## src/rtl/acc_pkg.sv

```systemverilog
// Shared defaults and FSM state type for the FIR sequencing controller.
package acc_pkg;

  localparam int ACC_IW    = 12;
  localparam int ACC_OW    = 2 * ACC_IW + 7;
  localparam int ACC_DEPTH = 8;
  localparam int ACC_PRIME = 5;

  typedef enum logic [1:0] {
    ST_IDLE    = 2'd0,
    ST_ISSUE   = 2'd1,
    ST_CAPTURE = 2'd2
  } state_e;

endpackage

```

## src/rtl/acc_sync_fifo.sv

```systemverilog
// Synchronous FIFO with level output and synchronous clear; DEPTH must be a power of 2.
module acc_sync_fifo #(
  parameter int WIDTH = 8,
  parameter int DEPTH = 8,
  parameter int LW    = $clog2(DEPTH + 1)
) (
  input  logic             clk,
  input  logic             rst_n,
  input  logic             clr,
  input  logic             push,
  input  logic             pop,
  input  logic [WIDTH-1:0] wdata,
  output logic [WIDTH-1:0] rdata,
  output logic             full,
  output logic             empty,
  output logic [LW-1:0]    level
);

  localparam int AW = $clog2(DEPTH);

  logic [WIDTH-1:0] mem_q [DEPTH];
  logic [AW-1:0]    wr_ptr_q, wr_ptr_d;
  logic [AW-1:0]    rd_ptr_q, rd_ptr_d;
  logic [LW-1:0]    level_q, level_d;
  logic             do_push, do_pop;

  assign full  = (level_q == LW'(DEPTH));
  assign empty = (level_q == '0);
  assign level = level_q;
  assign rdata = mem_q[rd_ptr_q];

  // A pop in the same cycle frees the slot, so push-while-full succeeds then.
  always_comb begin
    // NOTE: every variable gets a default before any branch so no latch is inferred.
    do_pop   = pop && !empty;
    do_push  = push && (!full || do_pop);
    wr_ptr_d = wr_ptr_q;
    rd_ptr_d = rd_ptr_q;
    level_d  = level_q;
    if (clr) begin
      wr_ptr_d = '0;
      rd_ptr_d = '0;
      level_d  = '0;
    end else begin
      if (do_push) wr_ptr_d = wr_ptr_q + AW'(1);
      if (do_pop)  rd_ptr_d = rd_ptr_q + AW'(1);
      case ({do_push, do_pop})
        2'b10:   level_d = level_q + LW'(1);
        2'b01:   level_d = level_q - LW'(1);
        default: level_d = level_q;
      endcase
    end
  end

  always_ff @(posedge clk) begin
    // NOTE: state flops use non-blocking assignments so every reader sees pre-edge values.
    if (!rst_n) begin
      wr_ptr_q <= '0;
      rd_ptr_q <= '0;
      level_q  <= '0;
    end else begin
      wr_ptr_q <= wr_ptr_d;
      rd_ptr_q <= rd_ptr_d;
      level_q  <= level_d;
    end
  end

  // NOTE: storage is not reset; the pointers and level alone define what is valid.
  always_ff @(posedge clk) begin
    if (do_push && !clr) mem_q[wr_ptr_q] <= wdata;
  end

endmodule

```

## src/rtl/fir_seq_ctrl.sv

```systemverilog
// Sequences samples from an input FIFO into an external FIR one at a time and
// stores its results in an output FIFO, discarding the first PRIME as pipeline fill.
module fir_seq_ctrl
  import acc_pkg::*;
#(
  parameter int IW    = ACC_IW,
  parameter int OW    = ACC_OW,
  parameter int DEPTH = ACC_DEPTH,
  parameter int PRIME = ACC_PRIME
) (
  input  logic          HCLK,
  input  logic          HRESETn,
  input  logic          wr_valid,
  input  logic [IW-1:0] wr_data,
  output logic          wr_ready,
  input  logic          rd_req,
  output logic [OW-1:0] rd_data,
  output logic          rd_valid,
  output logic          fir_ce,
  output logic [IW-1:0] fir_sample,
  input  logic [OW-1:0] fir_result,
  input  logic          flush,
  input  logic [2:0]    thresh,
  output logic          irq,
  output logic [31:0]   cnt_in,
  output logic [31:0]   cnt_out,
  output logic [3:0]    status
);

  localparam int LW = $clog2(DEPTH + 1);
  localparam int PW = $clog2(PRIME + 1);

  state_e        state_q, state_d;
  logic [PW-1:0] prime_q, prime_d;
  logic [31:0]   cnt_in_q, cnt_in_d;
  logic [31:0]   cnt_out_q, cnt_out_d;
  logic          ovf_q, ovf_d;
  logic          unf_q, unf_d;
  logic          irq_q, irq_d;
  logic [IW-1:0] fir_sample_q, fir_sample_d;

  logic          in_push, in_pop, in_full, in_empty;
  logic [IW-1:0] in_rdata;
  logic [LW-1:0] in_level;
  logic          out_push, out_pop, out_full, out_empty;
  logic [LW-1:0] out_level;
  logic          primed, busy;

  assign in_push = wr_valid && wr_ready;
  assign out_pop = rd_req && rd_valid;

  acc_sync_fifo #(.WIDTH(IW), .DEPTH(DEPTH), .LW(LW)) u_in_fifo (
    .clk   (HCLK),
    .rst_n (HRESETn),
    .clr   (flush),
    .push  (in_push),
    .pop   (in_pop),
    .wdata (wr_data),
    .rdata (in_rdata),
    .full  (in_full),
    .empty (in_empty),
    .level (in_level)
  );

  acc_sync_fifo #(.WIDTH(OW), .DEPTH(DEPTH), .LW(LW)) u_out_fifo (
    .clk   (HCLK),
    .rst_n (HRESETn),
    .clr   (flush),
    .push  (out_push),
    .pop   (out_pop),
    .wdata (fir_result),
    .rdata (rd_data),
    .full  (out_full),
    .empty (out_empty),
    .level (out_level)
  );

  assign wr_ready   = !in_full;
  assign rd_valid   = !out_empty;
  assign primed     = (prime_q == PW'(PRIME));
  assign busy       = (state_q != ST_IDLE) || (in_level != '0);
  assign status     = {busy, primed, ovf_q, unf_q};
  assign irq        = irq_q;
  assign cnt_in     = cnt_in_q;
  assign cnt_out    = cnt_out_q;
  assign fir_sample = (state_q == ST_ISSUE) ? in_rdata : fir_sample_q;

  always_comb begin
    state_d      = state_q;
    prime_d      = prime_q;
    cnt_in_d     = cnt_in_q;
    cnt_out_d    = cnt_out_q;
    ovf_d        = ovf_q || (wr_valid && in_full);
    unf_d        = unf_q || (rd_req && out_empty);
    irq_d        = (thresh != 3'd0) && (out_level >= LW'(thresh));
    fir_sample_d = fir_sample_q;
    fir_ce       = 1'b0;
    in_pop       = 1'b0;
    out_push     = 1'b0;

    case (state_q)
      // Once primed, a full output FIFO holds the next issue back so no result is lost.
      ST_IDLE: begin
        if (!in_empty && (!out_full || !primed)) state_d = ST_ISSUE;
      end
      ST_ISSUE: begin
        fir_ce       = 1'b1;
        in_pop       = 1'b1;
        fir_sample_d = in_rdata;
        cnt_in_d     = cnt_in_q + 32'd1;
        state_d      = ST_CAPTURE;
      end
      ST_CAPTURE: begin
        if (!primed) begin
          prime_d = prime_q + PW'(1);
        end else begin
          out_push  = 1'b1;
          cnt_out_d = cnt_out_q + 32'd1;
        end
        state_d = ST_IDLE;
      end
      default: state_d = ST_IDLE;
    endcase

    // Flush wins over any concurrent transfer or transition; counters keep their value.
    if (flush) begin
      state_d   = ST_IDLE;
      prime_d   = '0;
      ovf_d     = 1'b0;
      unf_d     = 1'b0;
      cnt_in_d  = cnt_in_q;
      cnt_out_d = cnt_out_q;
      in_pop    = 1'b0;
      out_push  = 1'b0;
    end
  end

  always_ff @(posedge HCLK) begin
    if (!HRESETn) begin
      state_q      <= ST_IDLE;
      prime_q      <= '0;
      cnt_in_q     <= '0;
      cnt_out_q    <= '0;
      ovf_q        <= 1'b0;
      unf_q        <= 1'b0;
      irq_q        <= 1'b0;
      fir_sample_q <= '0;
    end else begin
      state_q      <= state_d;
      prime_q      <= prime_d;
      cnt_in_q     <= cnt_in_d;
      cnt_out_q    <= cnt_out_d;
      ovf_q        <= ovf_d;
      unf_q        <= unf_d;
      irq_q        <= irq_d;
      fir_sample_q <= fir_sample_d;
    end
  end

endmodule

```

## config.mk

```make
export PLATFORM = sky130hd
export DESIGN_NAME = fir_seq_ctrl
export DESIGN_NICKNAME = d
export VERILOG_FILES = /design/src/rtl/acc_pkg.sv /design/src/rtl/acc_sync_fifo.sv /design/src/rtl/fir_seq_ctrl.sv
export SDC_FILE = /design/constraint.sdc
export NUM_CORES = 1
export LEC_CHECK = 0
export ABC_CLOCK_PERIOD_IN_PS = 12700
export CORE_ASPECT_RATIO = 0.9
export CORE_MARGIN = 5
export CORE_UTILIZATION = 60
export DETAILED_ROUTE_END_ITERATION = 16
export PLACE_DENSITY = 0.82
export SLEW_MARGIN = 20
export SYNTH_ARGS = -nofsm -noshare
export SYNTH_HDL_FRONTEND = slang
export SYNTH_HIERARCHICAL = 1
export SYNTH_SLANG_ARGS = --single-unit
```

## constraint.sdc

```tcl
create_clock -name HCLK -period 12.7 [get_ports HCLK]
set_input_delay 1.905 -clock HCLK [delete_from_list [all_inputs] [get_ports HCLK]]
set_output_delay 1.905 -clock HCLK [all_outputs]
set_load 0.05 [all_outputs]
```

# ---- After elaboration in Yosys (flattened, before gate mapping)
# Memories as Yosys holds them, arrays and structs flattened. A register that Yosys moved wholly into a read port is not among the register bits.
# Index checks and enable logic that the tools add are counted.
dict set report classes {
  add_sub_neg 11
  n_lt_le_gt_ge 1
  eq_ne 10
  mux 18
  bitwise_logic 3
  n_reduce_logical 36
}
# operator count
set op_table {}
lappend op_table {{$add A32 B1 Y32 const B} 2}
lappend op_table {{$pmux W4 S2} 2}
lappend op_table {{$add A3 B1 Y3 const B} 5}
lappend op_table {{$logic_and A1 B1 Y1} 12}
lappend op_table {{$mux W12} 1}
lappend op_table {{$mux W3} 4}
lappend op_table {{$mux W1} 9}
lappend op_table {{$add A4 B1 Y4 const B} 2}
lappend op_table {{$eq A4 B4 Y1 const B} 2}
lappend op_table {{$logic_not A4 Y1} 2}
lappend op_table {{$sub A4 B1 Y4 const B} 2}
lappend op_table {{$eq A2 B1 Y1 const B} 3}
lappend op_table {{$eq A2 B2 Y1 const B} 3}
lappend op_table {{$logic_not A1 Y1} 6}
lappend op_table {{$logic_or A1 B1 Y1} 6}
lappend op_table {{$reduce_bool A2 Y1} 3}
lappend op_table {{$ge A4 B3 Y1} 1}
lappend op_table {{$pmux W2 S2} 1}
lappend op_table {{$reduce_and A2 Y1} 2}
lappend op_table {{$reduce_bool A4 Y1} 1}
lappend op_table {{$eq A3 B3 Y1 const B} 1}
lappend op_table {{$not A1 Y1} 3}
lappend op_table {{$reduce_and A3 Y1} 1}
lappend op_table {{$reduce_bool A3 Y1} 1}
lappend op_table {{other kinds (4)} 4}
dict set report word_totals {
  register_bits 104
  mem_bits_rw 344
  input_bits 51
  output_inout_bits 115
  wordCells 95
  memories 2
}
# memory words width rd rd_ports_with_merged_regs write_ports line_no
set mem_list {}
lappend mem_list {u_out_fifo.mem_q 8 31 1 1 1 acc_sync_fifo.sv:21} ;# logic [WIDTH-1:0] mem_q [DEPTH];
lappend mem_list {u_in_fifo.mem_q 8 12 1 1 1 acc_sync_fifo.sv:21}

# ---- Logic depth before layout (Yosys ltp)
dict set report logic_depth {
  ltp_word 9
  depth_mapped 13
  ltp_nobuf 12
}

# ---- Hierarchy
# Netlist, hierarchy kept.
# module instances cells_each area_per_inst_um2
set modules_own_cells {}
lappend modules_own_cells {{acc_sync_fifo at u_out_fifo} 1 445 10342.4}
lappend modules_own_cells {{acc_sync_fifo at u_in_fifo} 1 226 4444.3}
lappend modules_own_cells {fir_seq_ctrl 1 464 4092.7}

# ---- Least setup slack after synthesis
# OpenSTA, ideal clock, no wires.
dict set report synth_path {
  kind {input-to-reg}
  start {input flush}
  end {memory u_out_fifo/mem_q[0][0] (netlist bit) (enable)}
  setup_ns 0.508
  arrival_ns 5.872
  required_time_ns 12.192
  setup_slack_ns 6.320
  cell_stages 5
  path_buffers 2
  cell_sequence {clkbuf_1 -> nor2_1 -> clkbuf_2 -> o21ai_4 -> nor4b_1}
}
dict set report synth_between {
  elab_chain_len 5
  word_cells_on_any_way 6
  classes_between {mux (3); reduce/logical (3)}
}
# item line_no
set synth_lines {}
lappend synth_lines {{from (decl)} fir_seq_ctrl.sv:22} ;# input logic flush,
lappend synth_lines {{$mux W1} fir_seq_ctrl.sv:126} ;# if (flush) begin
lappend synth_lines {{named net out_push} fir_seq_ctrl.sv:45} ;# logic out_push, out_pop, out_full, out_empty;
lappend synth_lines {{$logic_and A1 B1 Y1} acc_sync_fifo.sv:36} ;# do_push = push && (!full || do_pop);
lappend synth_lines {{$logic_and A1 B1 Y1} acc_sync_fifo.sv:70} ;# if (do_push && !clr) mem_q[wr_ptr_q] <= wdata;
lappend synth_lines {{$mux W1} acc_sync_fifo.sv:70}
lappend synth_lines {{$mux W1 (implied by the code)} acc_sync_fifo.sv:70}
lappend synth_lines {{to (decl)} acc_sync_fifo.sv:21}
# The timed path passes the listed nets, and every way through them passes these cells.

==> summary.txt <==
Run status
  – Status: completed

Placed design
  – Placer Congestion: ~0.83
  – Final HPWL from detailed placement: about 24000 microns
  – Port Buf Inserts: around 170
  – Area after DPL: between 20000 and 25000 sq um

Power
  – Comb pwr share: ~2.3%
  – P_leak: 7.04 nW
  – Switching Fraction: slightly below 20%
  – VDD IR max: between 0.0001 and 0.00015 V
  – Sw power: roughly 580 uW
  – Part of the power in registers: 53.8%
  – Internal power: approximately 2.4 mW
  – Pwr dens: 134 nW/um^2
  – Design Power: 2.97 mW
  – Clock Power Share: ~44%

Detailed routing
  – Drt first pass iters: 7
  – Routed len/inst: ~23 microns
  – DRC: 0
  – Total number of vias: approximately 11000
  – Post-Route WL: slightly above 40000 microns
  – Drt first-iter violations: 788
  – Via/cell ratio: between 6 and 7
  – ANT nets after route: 0

Setup path
  – Required time worst endpoint: around 11000 ps
  – CP Max Fanout: 62
  – CP Class: register to output pin
  – Slowest cell on the critical path: dfxtp_4
  – Slowest stage delay, CP: 1050 ps
  – Startpoint class of the critical path: register
  – R2r endpoint: u_out_fifo/mem_q[0][24]
  – R2r setup slk: between 9000 and 10000 ps
  – WP data arrival: 3370 ps
  – Cells along the critical path: mux4_1 -> mux2_2 -> clkdlybuf4s50_1
  – FF-to-FF path depth: 6
  – CP endpoint kind: output pin
  – Critical R2R Launch: prime_q[0]

Worst hold path
  – HP Class: register to register
  – Min-delay src: cnt_out[31]
  – Hold path depth: 2
  – Worst Hold Path EP: cnt_out[31]

STA
  – RSZ-0062 raised after global routing: no
  – Setup TNS: 0 ps
  – Post-layout min period: between 5000 and 6000 ps
  – Least-Margin Pin Slew: approximately 1200 ps
  – Final setup viols: 0
  – FMAX: about 190 MHz
  – Clock Skews: around 24 ps
  – Final Hold Viols: 0
  – Final Cycle Share: 41.6%
  – Rel. slew slack: a little over a fifth
  – Count of pins over their slew limit: 0

Layout
  – Fin util: 71.6%
  – Synthesis-to-layout area growth: 17.6%
  – Final Cell Area: 22200 sq um
  – Share of cells above drive strength 1: around 15%
  – Layout Nets: around 1400

Global routing
  – Grt met2 use: approximately 39%
  – Busiest grt layer: met2
  – GRT Util Overall: a little under a quarter
  – Total gr overflow: 0
  – Number of antenna violations at the first check in global routing: 5
  – Met3 Use GR: 5.17%
  – Largest net degree at the start of global routing: 63
  – Number of global-route vias before repair: 11000
  – Met1 Usage GRT: a little under a third
  – First-pass GRT wire length: 62600 microns

Die
  – Die footprint: roughly 35000 sq um
  – Initial Util: between 60% and 70%
  – Rows: 61
  – Die X: ~200 microns
  – Io pins: approximately 170
  – Die height: ~180 microns
  – Core area: 31000 sq um

Clock network
  – # clock sinks: approximately 450
  – Worst-path clk slew: approximately 60 ps
  – Post-cts sizing count: 0
  – Post-CTS Setup Bufs: 0
  – CTS H-tree depth: 2
  – CTS Buf Count: 44
  – Clock buffer depth: 3
  – Post-CTS Hold Buffers: 0
  – Root Driver: clkbuf_16
  – CTS tree: done
  – Clock Latency Late Sink: approximately 550 ps

Yosys
  – Ys async rst share: 0%
  – Synthesized cell area: roughly 19000 sq um
  – Yosys warnings: 6
  – Dominant cells by area after synthesis: edfxtp_1, dfxtp_1, mux4_1
  – Post-synth EDFFs: about 340
  – Syn Nets: approximately 1200
  – #FFs+latches synth: 454
  – Syn_area_per_cell: 16.6 sq um
  – Synth Flop Type: edfxtp_1
  – Sequential share of the synthesized area: between 60% and 70%
  – Area leader, netlist: edfxtp_1
  – Cells after synthesis: ~1100
  – Post-synth top area share: a little over half
  – Number of distinct library cells after synthesis: 61

Job
  – Max-cap violation count: 0
[worst max-delay path, delay by kind of cell (launching register included)]
family / cells / cell delay (ps)
DFF: 1 / 1050
muxes: 2 / 1020
buffers and inverters: 1 / 720
[state kept, by name, summed over array words and instances (netlist names), named ones only]
name	count
u_out_fifo/mem_q	248
u_in_fifo/mem_q	96
cnt_in	32
cnt_out	32
fir_sample_q	12
u_in_fifo/level	4
u_out_fifo/level	4
prime_q	3
u_in_fifo/rd_ptr_q	3
u_in_fifo/wr_ptr_q	3
u_out_fifo/rd_ptr_q	3
u_out_fifo/wr_ptr_q	3
state_q	2
irq	1
ovf_q	1
unf_q	1
[area by class of cell]
class                      count  area (sq um)
antenna                        2          5.00
inverter                      26          97.6
fill                        1915          8790
tap                          409           512
timing repair buffer         182          1780
sequential                   454         12500
clock buffer                  59          1190
multi-input combinational    594          5810
clock inverter                22           263
[kinds of logic (layout without fill, tap and decap cells)]
group / after synthesis / after routing / share of synthesized area [%]
buf+inv: 87 / 289 / 3.21
simple gates: 276 / 276 / 8.32
compound gates: 114 / 114 / 4.00
fa+ha+maj: 17 / 17 / 1.21
xor+xnor: 34 / 34 / 1.58
other cells: 0 / 2 / 0
flops: 454 / 454 / 66.4
mux: 153 / 153 / 15.3
[cell usage after synthesis, types with 3 or more instances]
library cell,number
clkbuf_1,20
and3_1,3
edfxtp_1,344
nor4b_1,3
ha_1,15
inv_1,25
nand4_1,17
nand2_1,37
o211ai_1,6
clkbuf_8,13
nand3b_1,5
xor2_1,14
buf_6,12
mux4_1,57
and2_1,19
nor2_1,60
xnor2_1,20
nor2b_1,3
buf_2,5
a211oi_1,6
clkbuf_2,3
mux2_2,55
a21oi_1,47
o31ai_1,29
nand2b_1,12
nor3_1,15
mux4_2,29
o21ai_0,9
and4_1,10
buf_4,4
mux2i_1,12
or4_1,32
dfxtp_1,110
nand3_1,24
nor4_1,13
or3_1,15
[how the worst max path moves through the flow]
stage | startpoint | end | slack [ps] | depth (start not counted)
floorplan | flush | u_out_fifo/mem_q[0][0] | 6320 | 5
global placement | flush | u_out_fifo/mem_q[2][24] | 7700 | 6
CTS | register | fir_sample[11] | 7360 | 4
detailed placement | flush | u_out_fifo/mem_q[1][9] | 7470 | 6
global route | register | rd_data[19] | 7310 | 3
finish | register | rd_data[2] | 7420 | 3
[power by group through the flow]
stage | combinational, mW | clock (mW) | sequential [mW]
floorplan | 0.0278 | 0 | 1.63
global placement | 0.0651 | 0 | 1.63
detailed placement | 0.0679 | 0 | 1.63
CTS | 0.0688 | 1.33 | 1.60
global route | 0.0735 | 1.40 | 1.60
finish | 0.0682 | 1.30 | 1.60
[routing by layer]
layer / wire, microns / vias up
met5: 51 / -
met4: 996 / 8
met3: 2960 / 73
met2: 20100 / 421
met1: 16200 / 5441
li1: - / 4881
[layout by cell type (no fill, tap or decap), types with 4 or more instances in the layout]
cell type / netlist / routed
ha_1: 15 / 15
and2_1: 19 / 19
and4_1: 10 / 10
nand3b_1: 5 / 5
nor3_1: 15 / 12
a211oi_1: 6 / 6
mux4_2: 29 / 29
clkdlybuf4s50_1: 0 / 165
xnor2_1: 20 / 20
nand2_1: 37 / 37
a21oi_1: 47 / 47
xor2_1: 14 / 14
clkinv_2: 0 / 9
edfxtp_1: 344 / 344
mux2i_1: 12 / 12
nor2_1: 60 / 54
buf_4: 4 / 16
or3_1: 15 / 15
dfxtp_1: 110 / 107
nand3_1: 24 / 24
clkbuf_1: 20 / 12
o21ai_0: 9 / 9
clkinv_1: 0 / 4
mux4_1: 57 / 57
or4_1: 32 / 32
clkbuf_16: 0 / 44
nor4_1: 13 / 11
nand2b_1: 12 / 12
inv_1: 25 / 25
bufinv_16: 0 / 5
o211ai_1: 6 / 6
mux2_2: 55 / 55
nand4_1: 17 / 17
o31ai_1: 29 / 29
[through the flow]
stage / hold slack (ps) / worst slack, ps / instances
after floorplan: 438 / 6320 / 1135
after global placement: 456 / 7700 / 1664
after detailed placement: 459 / 7470 / 1664
after CTS: 475 / 7360 / 1745
after global routing: 502 / 7310 / 1746
final: 470 / 7420 / 1748
Note: power is estimated with default switching activity, not from simulation.
